**config.mk**
```make
export PLATFORM = sky130hd
export DESIGN_NAME = slow_clock_receiver
export DESIGN_NICKNAME = d
export VERILOG_FILES = /design/src/rtl/slow_clock_receiver.sv
export SDC_FILE = /design/constraint.sdc
export NUM_CORES = 1
export LEC_CHECK = 0
export BUFFER_PORTS_ARGS = -buffer_cell sky130_fd_sc_hd__buf_2
export CORE_MARGIN = 4
export CORE_UTILIZATION = 53
export CTS_BUF_LIST = sky130_fd_sc_hd__clkbuf_16
export CTS_CLUSTER_DIAMETER = 80
export CTS_CLUSTER_SIZE = 30
export DETAILED_ROUTE_END_ITERATION = 10
export PLACE_DENSITY = 0.85
export SYNTH_ARGS = -nofsm -noshare
export SYNTH_HDL_FRONTEND = slang
export SYNTH_SLANG_ARGS = --single-unit
```
**constraint.sdc**
```tcl
create_clock -name clk -period 5.6 [get_ports clk]
set_input_delay 0.28 -clock clk [delete_from_list [all_inputs] [get_ports clk]]
set_output_delay 0.28 -clock clk [all_outputs]
set_load 0.005 [all_outputs]
```
**src/rtl/slow_clock_receiver.sv**
```systemverilog
// Receives a divided slow clock level, synchronizes it into clk and turns it into rise/fall enables,
// plus period measurement, game-step counting and stall detection. Glitch filter: SLOW_CLOCK_RECEIVER_GLITCH_FILTER_EN.

// state      | meaning
// ST_IDLE    | no rising edge seen since reset or since a fall ended a stall
// ST_ARMED   | one rising edge seen, period counter running from it
// ST_LOCKED  | period_out holds a genuine rise-to-rise measurement
// ST_STALLED | no edge for TIMEOUT cycles, period_out frozen
module slow_clock_receiver #(
  parameter int SYNC_STAGES = 2,
  parameter int CNT_W       = 32,
  parameter int TIMEOUT     = 100000000,
  parameter int STEP_W      = 16,
  parameter int FILT        = 4
) (
  input  logic              clk,
  input  logic              rst,
  input  logic              slow_in,
  input  logic              step_en,
  output logic              rise_tick,
  output logic              fall_tick,
  output logic [CNT_W-1:0]  period_out,
  output logic              period_valid,
  output logic [STEP_W-1:0] step_cnt,
  output logic              stalled
);

  typedef enum logic [1:0] {
    ST_IDLE    = 2'd0,
    ST_ARMED   = 2'd1,
    ST_LOCKED  = 2'd2,
    ST_STALLED = 2'd3
  } state_t;

  localparam logic [CNT_W-1:0] CNT_MAX  = '1;
  localparam logic [CNT_W-1:0] WD_LIMIT = CNT_W'(TIMEOUT);

  if (SYNC_STAGES < 2) begin : g_chk_sync
    $error("slow_clock_receiver: SYNC_STAGES must be at least 2");
  end
  if (FILT < 1) begin : g_chk_filt
    $error("slow_clock_receiver: FILT must be at least 1");
  end

  state_t state, state_nxt;

  logic [SYNC_STAGES-1:0] sync_q;
  logic                   s;
  logic                   lvl;
  logic                   lvl_q;
  logic                   rise;
  logic                   fall;
  logic                   edge_any;
  logic [CNT_W-1:0]       cnt;
  logic [CNT_W-1:0]       cnt_sat;
  logic [CNT_W-1:0]       wd;
  logic                   wd_hit;

  always_ff @(posedge clk or negedge rst) begin
    if (!rst) begin
      sync_q <= '0;
    end else begin
      sync_q <= {sync_q[SYNC_STAGES-2:0], slow_in};
    end
  end

  assign s = sync_q[SYNC_STAGES-1];

`ifdef SLOW_CLOCK_RECEIVER_GLITCH_FILTER_EN
  localparam int FW = (FILT > 1) ? $clog2(FILT) : 1;

  logic [FW-1:0] filt_cnt;

  // lvl follows s only once s has disagreed with it for FILT consecutive cycles
  always_ff @(posedge clk or negedge rst) begin
    if (!rst) begin
      lvl      <= 1'b0;
      filt_cnt <= '0;
    end else if (s == lvl) begin
      filt_cnt <= '0;
    end else if (filt_cnt == FW'(FILT - 1)) begin
      lvl      <= s;
      filt_cnt <= '0;
    end else begin
      filt_cnt <= filt_cnt + 1'b1;
    end
  end
`else
  assign lvl = s;
`endif

  always_ff @(posedge clk or negedge rst) begin
    if (!rst) begin
      lvl_q <= 1'b0;
    end else begin
      lvl_q <= lvl;
    end
  end

  assign rise     = lvl & ~lvl_q;
  assign fall     = ~lvl & lvl_q;
  assign edge_any = rise | fall;
  assign cnt_sat  = (cnt == CNT_MAX) ? cnt : cnt + 1'b1;
  assign wd_hit   = (wd == WD_LIMIT);

  always_ff @(posedge clk or negedge rst) begin
    if (!rst) begin
      state <= ST_IDLE;
    end else begin
      state <= state_nxt;
    end
  end

  // an edge always beats a simultaneous watchdog expiry
  always_comb begin
    state_nxt = state;
    case (state)
      ST_IDLE: begin
        if (rise) state_nxt = ST_ARMED;
        else if (!edge_any && wd_hit) state_nxt = ST_STALLED;
      end
      ST_ARMED: begin
        if (rise) state_nxt = ST_LOCKED;
        else if (!edge_any && wd_hit) state_nxt = ST_STALLED;
      end
      ST_LOCKED: begin
        if (!edge_any && wd_hit) state_nxt = ST_STALLED;
      end
      ST_STALLED: begin
        if (rise) state_nxt = ST_ARMED;
        else if (fall) state_nxt = ST_IDLE;
      end
      default: state_nxt = ST_IDLE;
    endcase
  end

  always_comb begin
    stalled      = (state == ST_STALLED);
    period_valid = (state == ST_LOCKED);
  end

  always_ff @(posedge clk or negedge rst) begin
    if (!rst) begin
      rise_tick  <= 1'b0;
      fall_tick  <= 1'b0;
      cnt        <= '0;
      period_out <= '0;
      wd         <= '0;
      step_cnt   <= '0;
    end else begin
      rise_tick <= rise;
      fall_tick <= fall;

      if (rise || (state == ST_STALLED && fall)) cnt <= '0;
      else cnt <= cnt_sat;

      // the first rise after IDLE/STALLED only starts the counter
      if (rise && (state == ST_ARMED || state == ST_LOCKED)) period_out <= cnt_sat;

      if (edge_any) wd <= '0;
      else if (!wd_hit) wd <= wd + 1'b1;

      if (rise && step_en) step_cnt <= step_cnt + 1'b1;
    end
  end

endmodule
```
Word level (Yosys, flattened, before mapping). Cells that the tools add are included.

Flip-flop bits (word level): 119. Bits of input ports: 4. Word-level logic and storage cells: 42. Output and inout bits: 52.

Add/subtract/negate cells: 3. Mux-type cells: 10. Bitwise gates (word level): 5. Eq/ne operators: 7. Reduce and logical (&&, ||, !) cells: 8.

Operators by type and width (count): two-way mux 32 bit (4); adder 32 x 1 -> 32 bit (second input constant) (2); == test 32 x 27 -> 1 bit (second input constant) (1); == test 32 bit (second input constant) (1); adder 16 x 1 -> 16 bit (second input constant) (1); two-way mux 2 bit (5); one-hot mux 2 bit (4 select lines) (1); == test 2 bit (second input constant) (2); logical AND 1 bit (4); inequality test 3 x 1 -> 1 bit (second input constant) (1); bitwise AND 1 bit (2); == test 2 x 1 -> 1 bit (second input constant) (1); logical NOT 2 bit (1); logical OR 1 bit (2); inequality test 2 bit (second input constant) (1); inverter 1 bit (2); logical NOT 1 bit (1); OR 1 bit (1).

Depth between registers and ports, before layout. Gate-level depths: netlist (run 1).

Depth after elaboration: 8. Gate-level depth with buffers: 7. Mapped depth without buffers: 7.

Least setup slack after synthesis (run 1). OpenSTA, ideal clock, no wires.

Kind: reg2reg. Start point: register cnt[0]. End point: register period_out[28]. Buffers on the path: 1. Setup time: 0.082 ns. Stages on the path, launching flop included: 8. Data arrival time: 2.160 ns. Required time: 5.518 ns. Clock period less this slack: 2.242 ns. Slack: 3.358 ns. Cell sequence: dfrtp_1 > ha_1 > nand2_1 > or3_1 > buf_6 > or4_4 > or3_1 > a31oi_1.

Word-level cells in the longest chain between the ends: 2. Elaborated cells on any way between the ends: 3. Those cells by class: add/sub: 1; eq/ne: 1; mux: 1.

Ends and longest elaborated chain: start: declaration (line 54) `logic [CNT_W-1:0] cnt;`; start signal: assignment (line 155) `else cnt <= cnt_sat;`; adder 32 x 1 -> 32 bit / == test 32 bit (equally long branches) (line 103) `assign cnt_sat = (cnt == CNT_MAX) ? cnt : cnt + 1'b1;`; two-way mux 32 bit (*) (line 103); end signal: assignment (line 158) `if (rise && (state == ST_ARMED || state == ST_LOCKED)) period_out <= cnt_sat;`; end: declaration (line 22) `output logic [CNT_W-1:0] period_out,`.

Every way passes the cells marked *; elsewhere a longest branch is shown, timed or not. A chain may end at the register's enable or synchronous reset.

Worst setup path in the final report (run 1).
Start point: register cnt[0]. End point: register period_out[22].

Same word-level chain as after synthesis.

==> impl_metrics.py, run 1 <==
metrics = {
    "setup_path": {
        "r2r_cells": 6,
        "timing.critical_path.buf_inv": 0,
        "worstSetupStartpointType": "flip-flop",
        "critPathRequiredTime_ns": 5.91,
        "slowest_stage": "or4_4",
        "cp_common_cell": "or3_1",
        "crit_arrival_ns": 2.88,
        "crit_path_max_incr_delay_ns": 0.60,
        "crit_path_max_fanout": 8,
        "cp_cell_sequence": "ha_1, nand2_1, or3_1, or4_4, or3_1, a31oi_1",
        "cp.depth": 6,
        "worst-setup-path-type": "reg2reg",
        "critPathTopFamily": "simple AND/OR/NAND/NOR gates",
        "end_kind": "flip-flop",
    },
    "worst_hold_path": {
        "hold_class": "in2reg",
        "hold_depth": 3,
    },
    "pwr": {
        "ir_worst_vdd_v": 0.000220,
        "p_leak_nw": 2.97,
        "p_per_area_mw_per_mm2": 369,
    },
    "clock_network": {
        "cts_max_path_buffers": 2,
        "cts_tree": "built",
        "root_buffer": "clkbuf_16",
        "htree_levels": 4,
        "insertion_delay_ns": 0.42,
        "numClockSinks": 119,
        "cts_buffers": 17,
        "cts_resized": 0,
        "path_clk_slew_ns": 0.05,
    },
    "sta": {
        "clock_skew_ns": 0.00794,
        "period_needed_ns": 2.57,
        "grt_setup_unrepaired": "no",
        "slew_viol_final": 0,
        "setup_ws_ns": 3.03,
        "setup_viol": 0,
        "final.setup.tns_ns": 0,
        "min_period_over_period_pct": 45.9,
        "tightest_slew_ns": 1.09,
        "hold_viol": 0,
        "timing.fmax_mhz": 389,
        "slew_headroom_pct": 27.0,
    },
    "synthesis": {
        "synth_top_area_share_pct": 53.1,
        "synth_edf_count": 0,
        "synth_top_area_cell": "dfrtp_1",
        "yosysWarningCount": 0,
        "async_flop_share_pct": 100,
        "ys_seq_area_share_pct": 53.1,
        "synthFlopType": "dfrtp_1",
        "synth_area_leaders": "dfrtp_1 (53%), xnor2_1 (8.7%), nand2_1 (3.9%)",
        "syn_area_sq_mm": 0.00561,
        "synth-seq-cells": 119,
        "syn-num-nets": 570,
        "syn_inst": 556,
        "yosys.cell_types.count": 42,
        "synth.avg_cell_area_sq_um": 10.1,
    },
    "global_route": {
        "grt-ovfl-total": 0,
        "grt_max_degree": 62,
        "antenna_found_initial": 0,
        "grt.total_usage_pct": 21.6,
        "grt_pass1_wl_mm": 21.8,
        "grt_pass1_vias": 4459,
    },
    "route": {
        "dr.pass1.iters": 5,
        "ant_nets": 0,
        "drc": 0,
        "wire_per_inst_um": 16.4,
        "num_vias": 4380,
        "drt_iter0_drc": 292,
        "viasPerCell": 5.73,
        "wl_mm": 12.5,
    },
    "floorplanning": {
        "core_sq_mm": 0.0103,
        "row_count": 37,
        "die_h_um": 111,
        "start_util_pct": 54.3,
        "boundaryPins": 56,
        "fp.dieW_um": 111,
        "dieArea_sq_mm": 0.0123,
    },
    "layout": {
        "stdcell_area_sq_mm": 0.00662,
        "nNetsFinal": 629,
        "final_common_cell": "dfrtp_1",
        "fin_util_pct": 64.1,
        "drive_gt1_share_pct": 15.0,
        "final_cell_mix": "dfrtp_1 (119), nand2_1 (58), xnor2_1 (56), buf_2 (54), nor2_1 (43)",
        "antenna_cells": 0,
        "syn2layout_area_growth_pct": 18.0,
    },
    "placed_design": {
        "place.gp.congestion": 0.825,
        "post-place-ws_ns": 3.17,
        "place_area_sq_mm": 0.00601,
        "portBuffers": 55,
        "hpwl_mm": 7.97,
    },
    "job": {
        "max_cap_violations": 0,
    },
    "run_status": {
        "run_status": "completed",
    },
}
power breakdown:
part | internal, mW | leakage [nW] | switching (mW) | total (mW)
combinational | 0.128 | 1.04 | 0.203 | 0.331
sequential | 0.938 | 1.62 | 0.0694 | 1.01
clock | 0.729 | 0.303 | 0.378 | 1.11
total | 1.79 | 2.97 | 0.650 | 2.44
what timing repair did:
action / CTS / global route
hold buffers: 2 / 0
setup endpoints to repair: 0 / 0
setup buffers: 0 / 0
hold endpoints to repair: 61 / 0
routing by layer:
layer	vias up	GRT usage (%)	routed length, um
met5	-	0	0
met4	0	8.37	317
met3	31	6.17	662
met2	132	34.4	6100
met1	2163	27.9	5430
li1	2054	-	-
worst register-to-register path: cells and delay by family, from the launching register on:
family / cells / cell delay [ns]
AOI/OAI and AO/OA: 1 / 0.27
adders and majority gates: 1 / 0.18
and+or+nand+nor: 4 / 1.63
DFF: 1 / 0.38
metrics by stage:
| stage | hold slack, ns | power [mW] | instances |
|---|---|---|---|
| 2_1_floorplan | -0.0156 | 1.19 | 556 |
| 3_3_place_gp | 0.361 | 1.31 | 730 |
| 3_5_place_dp | 0.391 | 1.34 | 730 |
| 4_1_cts | 0.228 | 2.45 | 764 |
| 5_1_grt | 0.251 | 2.54 | 764 |
| 6_report | 0.236 | 2.44 | 764 |
synth_stat cells (2+ instances only):
master and number:
or3_1 11, nor4_1 9, ha_1 10, xor2_1 11, and2_1 28, a211oi_1 3, a2111oi_0 4, and4_1 5
nor3_1 13, inv_1 16, nand4_1 19, a21oi_1 9, clkbuf_1 20, dfrtp_1 119, a21boi_0 2, o21ai_0 38
and3_1 7, or4_1 4, nor2b_1 6, a31o_2 2, nand2_1 58, nor2_1 43, mux2i_1 2, or2_2 2
nor4b_1 4, a31oi_1 8, a311oi_1 8, nand3_1 26, xnor2_1 56
sequential cells by signal, indices dropped and copies added, names as in the netlist:
signal / flops
state: 2
sync_q: 2
wd: 32
period_out: 32
cnt: 32
lvl_q: 1
fall_tick: 1
step_cnt: 16
rise_tick: 1
cells by family after synthesis:
group	Yosys count	synth area share (%)
adder cells (fa/ha/maj)	10	2.23
multiplexers	3	0.558
AND/OR/NAND/NOR	240	22.2
flip-flops	119	53.1
XOR/XNOR	67	10.5
buffers and inverters	37	2.61
AO/OA/AOI/OAI	80	8.86
final timing paths:
check / startpoint / end / slack, ns
worst max-delay path: cnt[0] / period_out[22] / 3.03
worst min-delay path: step_en / step_cnt[2] / 0.24
worst max register to register: cnt[0] / period_out[22] / 3.03
worst min register to register: sync_q[0] / sync_q[1] / 0.41
max in group asynchronous: rst / cnt[6] / 3.90
min in group asynchronous: rst / sync_q[0] / 0.49
area by class of cell:
class / instances / area, sq um
clock buffer: 17 / 425
clock inverter: 15 / 168
fill: 772 / 3700
inverter: 16 / 60.1
multi-input combinational: 400 / 2490
sequential: 119 / 2980
tap: 136 / 170
timing repair buffer: 61 / 328
No activity file was read; power rests on OpenSTA's default activity.
==> inputs of run 2 (changes only) <==
==> constraint.sdc (replaced) <==
create_clock -name clk -period 2.4 [get_ports clk]
set_input_delay 0.12 -clock clk [delete_from_list [all_inputs] [get_ports clk]]
set_output_delay 0.12 -clock clk [all_outputs]
set_load 0.005 [all_outputs]
==> impl_metrics.py, run 2 (same netlist as run 1, synthesis figures left out) <==
metrics = {
    "run_status": {
        "run_status": "completed",
    },
    "layout": {
        "nNetsFinal": 642,
        "final_cells": 776,
        "final_common_cell": "dfrtp_1",
        "fillCellCount": 769,
        "antenna_cells": 0,
        "stdcell_area_sq_mm": 0.00668,
        "drive_gt1_share_pct": 16.7,
        "syn2layout_area_growth_pct": 19.1,
        "largestRegisters": "cnt (32), period_out (32), wd (32)",
        "final_cell_mix": "dfrtp_1 (119), nand2_1 (58), xnor2_1 (56), buf_2 (54), nor2_1 (43)",
    },
    "setup_path": {
        "crit_path_max_fanout": 8,
        "endpoint": "period_out[27]",
        "end_kind": "flip-flop",
        "critPathRequiredTime_ns": 2.72,
        "worstSetupStartpointType": "flip-flop",
        "r2r_start": "cnt[4]",
        "r2r_cells": 5,
        "rr_endpoint": "period_out[27]",
        "crit_arrival_ns": 2.59,
        "rrSetupSlack_ns": 0.14,
        "worst-setup-path-type": "reg2reg",
        "critPathLaunch": "cnt[4]",
    },
    "clock_network": {
        "cts_resized": 0,
        "htree_levels": 4,
        "cts_max_path_buffers": 2,
        "path_clk_slew_ns": 0.06,
        "numClockSinks": 119,
        "cts_buffers": 17,
        "insertion_delay_ns": 0.41,
        "cts_tree": "built",
        "root_buffer": "clkbuf_16",
    },
    "worst_hold_path": {
        "hold_class": "in2reg",
        "min_from": "step_en",
    },
    "route": {
        "wl_mm": 12.5,
        "wire_per_inst_um": 16.1,
        "drt_iter0_drc": 353,
        "ant_nets": 0,
        "drc": 0,
        "num_vias": 4450,
        "dr.pass1.iters": 5,
        "viasPerCell": 5.73,
    },
    "job": {
        "max_cap_violations": 0,
    },
    "sta": {
        "hold_viol": 0,
        "min_period_over_period_pct": 94.2,
        "hold-worst-slack_ns": 0.106,
        "slew_headroom_pct": 55.3,
        "clock_skew_ns": 0.00842,
        "grt_setup_unrepaired": "no",
        "final.setup.tns_ns": 0,
        "tightest_slew_ns": 0.664,
        "setup_viol": 0,
        "timing.fmax_mhz": 442,
        "period_needed_ns": 2.26,
        "slew_viol_final": 0,
    },
    "floorplanning": {
        "core_sq_mm": 0.0103,
        "start_util_pct": 54.3,
        "dieArea_sq_mm": 0.0123,
        "boundaryPins": 56,
        "fp.dieW_um": 111,
        "row_count": 37,
        "die_h_um": 111,
    },
    "pwr": {
        "total_power_mw": 5.47,
        "p_per_area_mw_per_mm2": 818,
        "p_leak_nw": 3.01,
        "ir_worst_vdd_v": 0.000537,
    },
    "global_route": {
        "grt-ovfl-total": 0,
        "grt_pass1_wl_mm": 21.5,
        "grt_pass1_vias": 4542,
        "grt.total_usage_pct": 21.3,
        "antenna_found_initial": 0,
        "grt_max_degree": 67,
    },
    "placed_design": {
        "place.gp.congestion": 0.871,
        "portBuffers": 55,
        "place_area_sq_mm": 0.00612,
        "hpwl_mm": 8.34,
        "dpl.cell_count": 743,
    },
}
## run 2: cell types whose count changed in the layout (fill, tap and decap cells not counted), sizes merged
cell / previous run / this run
bufinv: 4 / 2
clkinv: 9 / 8
buf: 59 / 72
clkinvlp: 0 / 2
## run 2: power by group
| group | leakage, nW | internal (mW) | switching, mW | total, mW |
|---|---|---|---|---|
| Combinational | 1.11 | 0.308 | 0.445 | 0.753 |
| Clock | 0.273 | 1.49 | 0.867 | 2.36 |
| Sequential | 1.62 | 2.19 | 0.168 | 2.36 |
## run 2: per-stage QoR
| step | util [%] | setup slack, ns |
|---|---|---|
| after global routing | 64.7 | 0.00703 |
| after CTS | 64.7 | 0.157 |
| after detailed placement | 59.2 | 0.170 |
| after global placement | 59.2 | 0.258 |
| after floorplan | - | 0.158 |
| final | 64.7 | 0.138 |
## run 2: final cells by class
class | count | area [sq um] | area share (%)
sequential | 119 | 2980 | 44.6
multi-input combinational | 400 | 2490 | 37.3
timing repair buffer | 74 | 438 | 6.56
clock buffer | 17 | 425 | 6.37
tap | 136 | 170 | 2.55
clock inverter | 14 | 119 | 1.78
inverter | 16 | 60.1 | 0.899
## run 2: routing by layer
metal,vias up,track usage (%),routed length (um)
li1,2082,-,-
met1,2187,26.1,5320
met2,149,34.8,6210
met3,32,6.11,650
met4,0,10.1,312
met5,-,0,0
## run 2: worst min path at each step
stage | to | slack, ns | cells past startpoint
2_1_floorplan | cnt[0] | -0.18 | 0
3_3_place_gp | wd[14] | 0.09 | 1
3_5_place_dp | wd[14] | 0.1 | 1
4_1_cts | step_cnt[2] | 0.09 | 3
5_1_grt | step_cnt[2] | 0.12 | 3
6_report | step_cnt[2] | 0.11 | 3
## run 2: critical path, cell delays in order (launching register included)
cell and delay (ns):
dfrtp_1 0.43, nand4_2 0.16, or3_1 0.54, a2111o_1 0.50
or3_1 0.35, a31oi_1 0.20
## run 2: timing repair
| item | CTS | global route |
|---|---|---|
| buffers inserted | 0 | 0 |
| hold buffers | 2 | 0 |
| hold endpoints to repair | 32 | 0 |
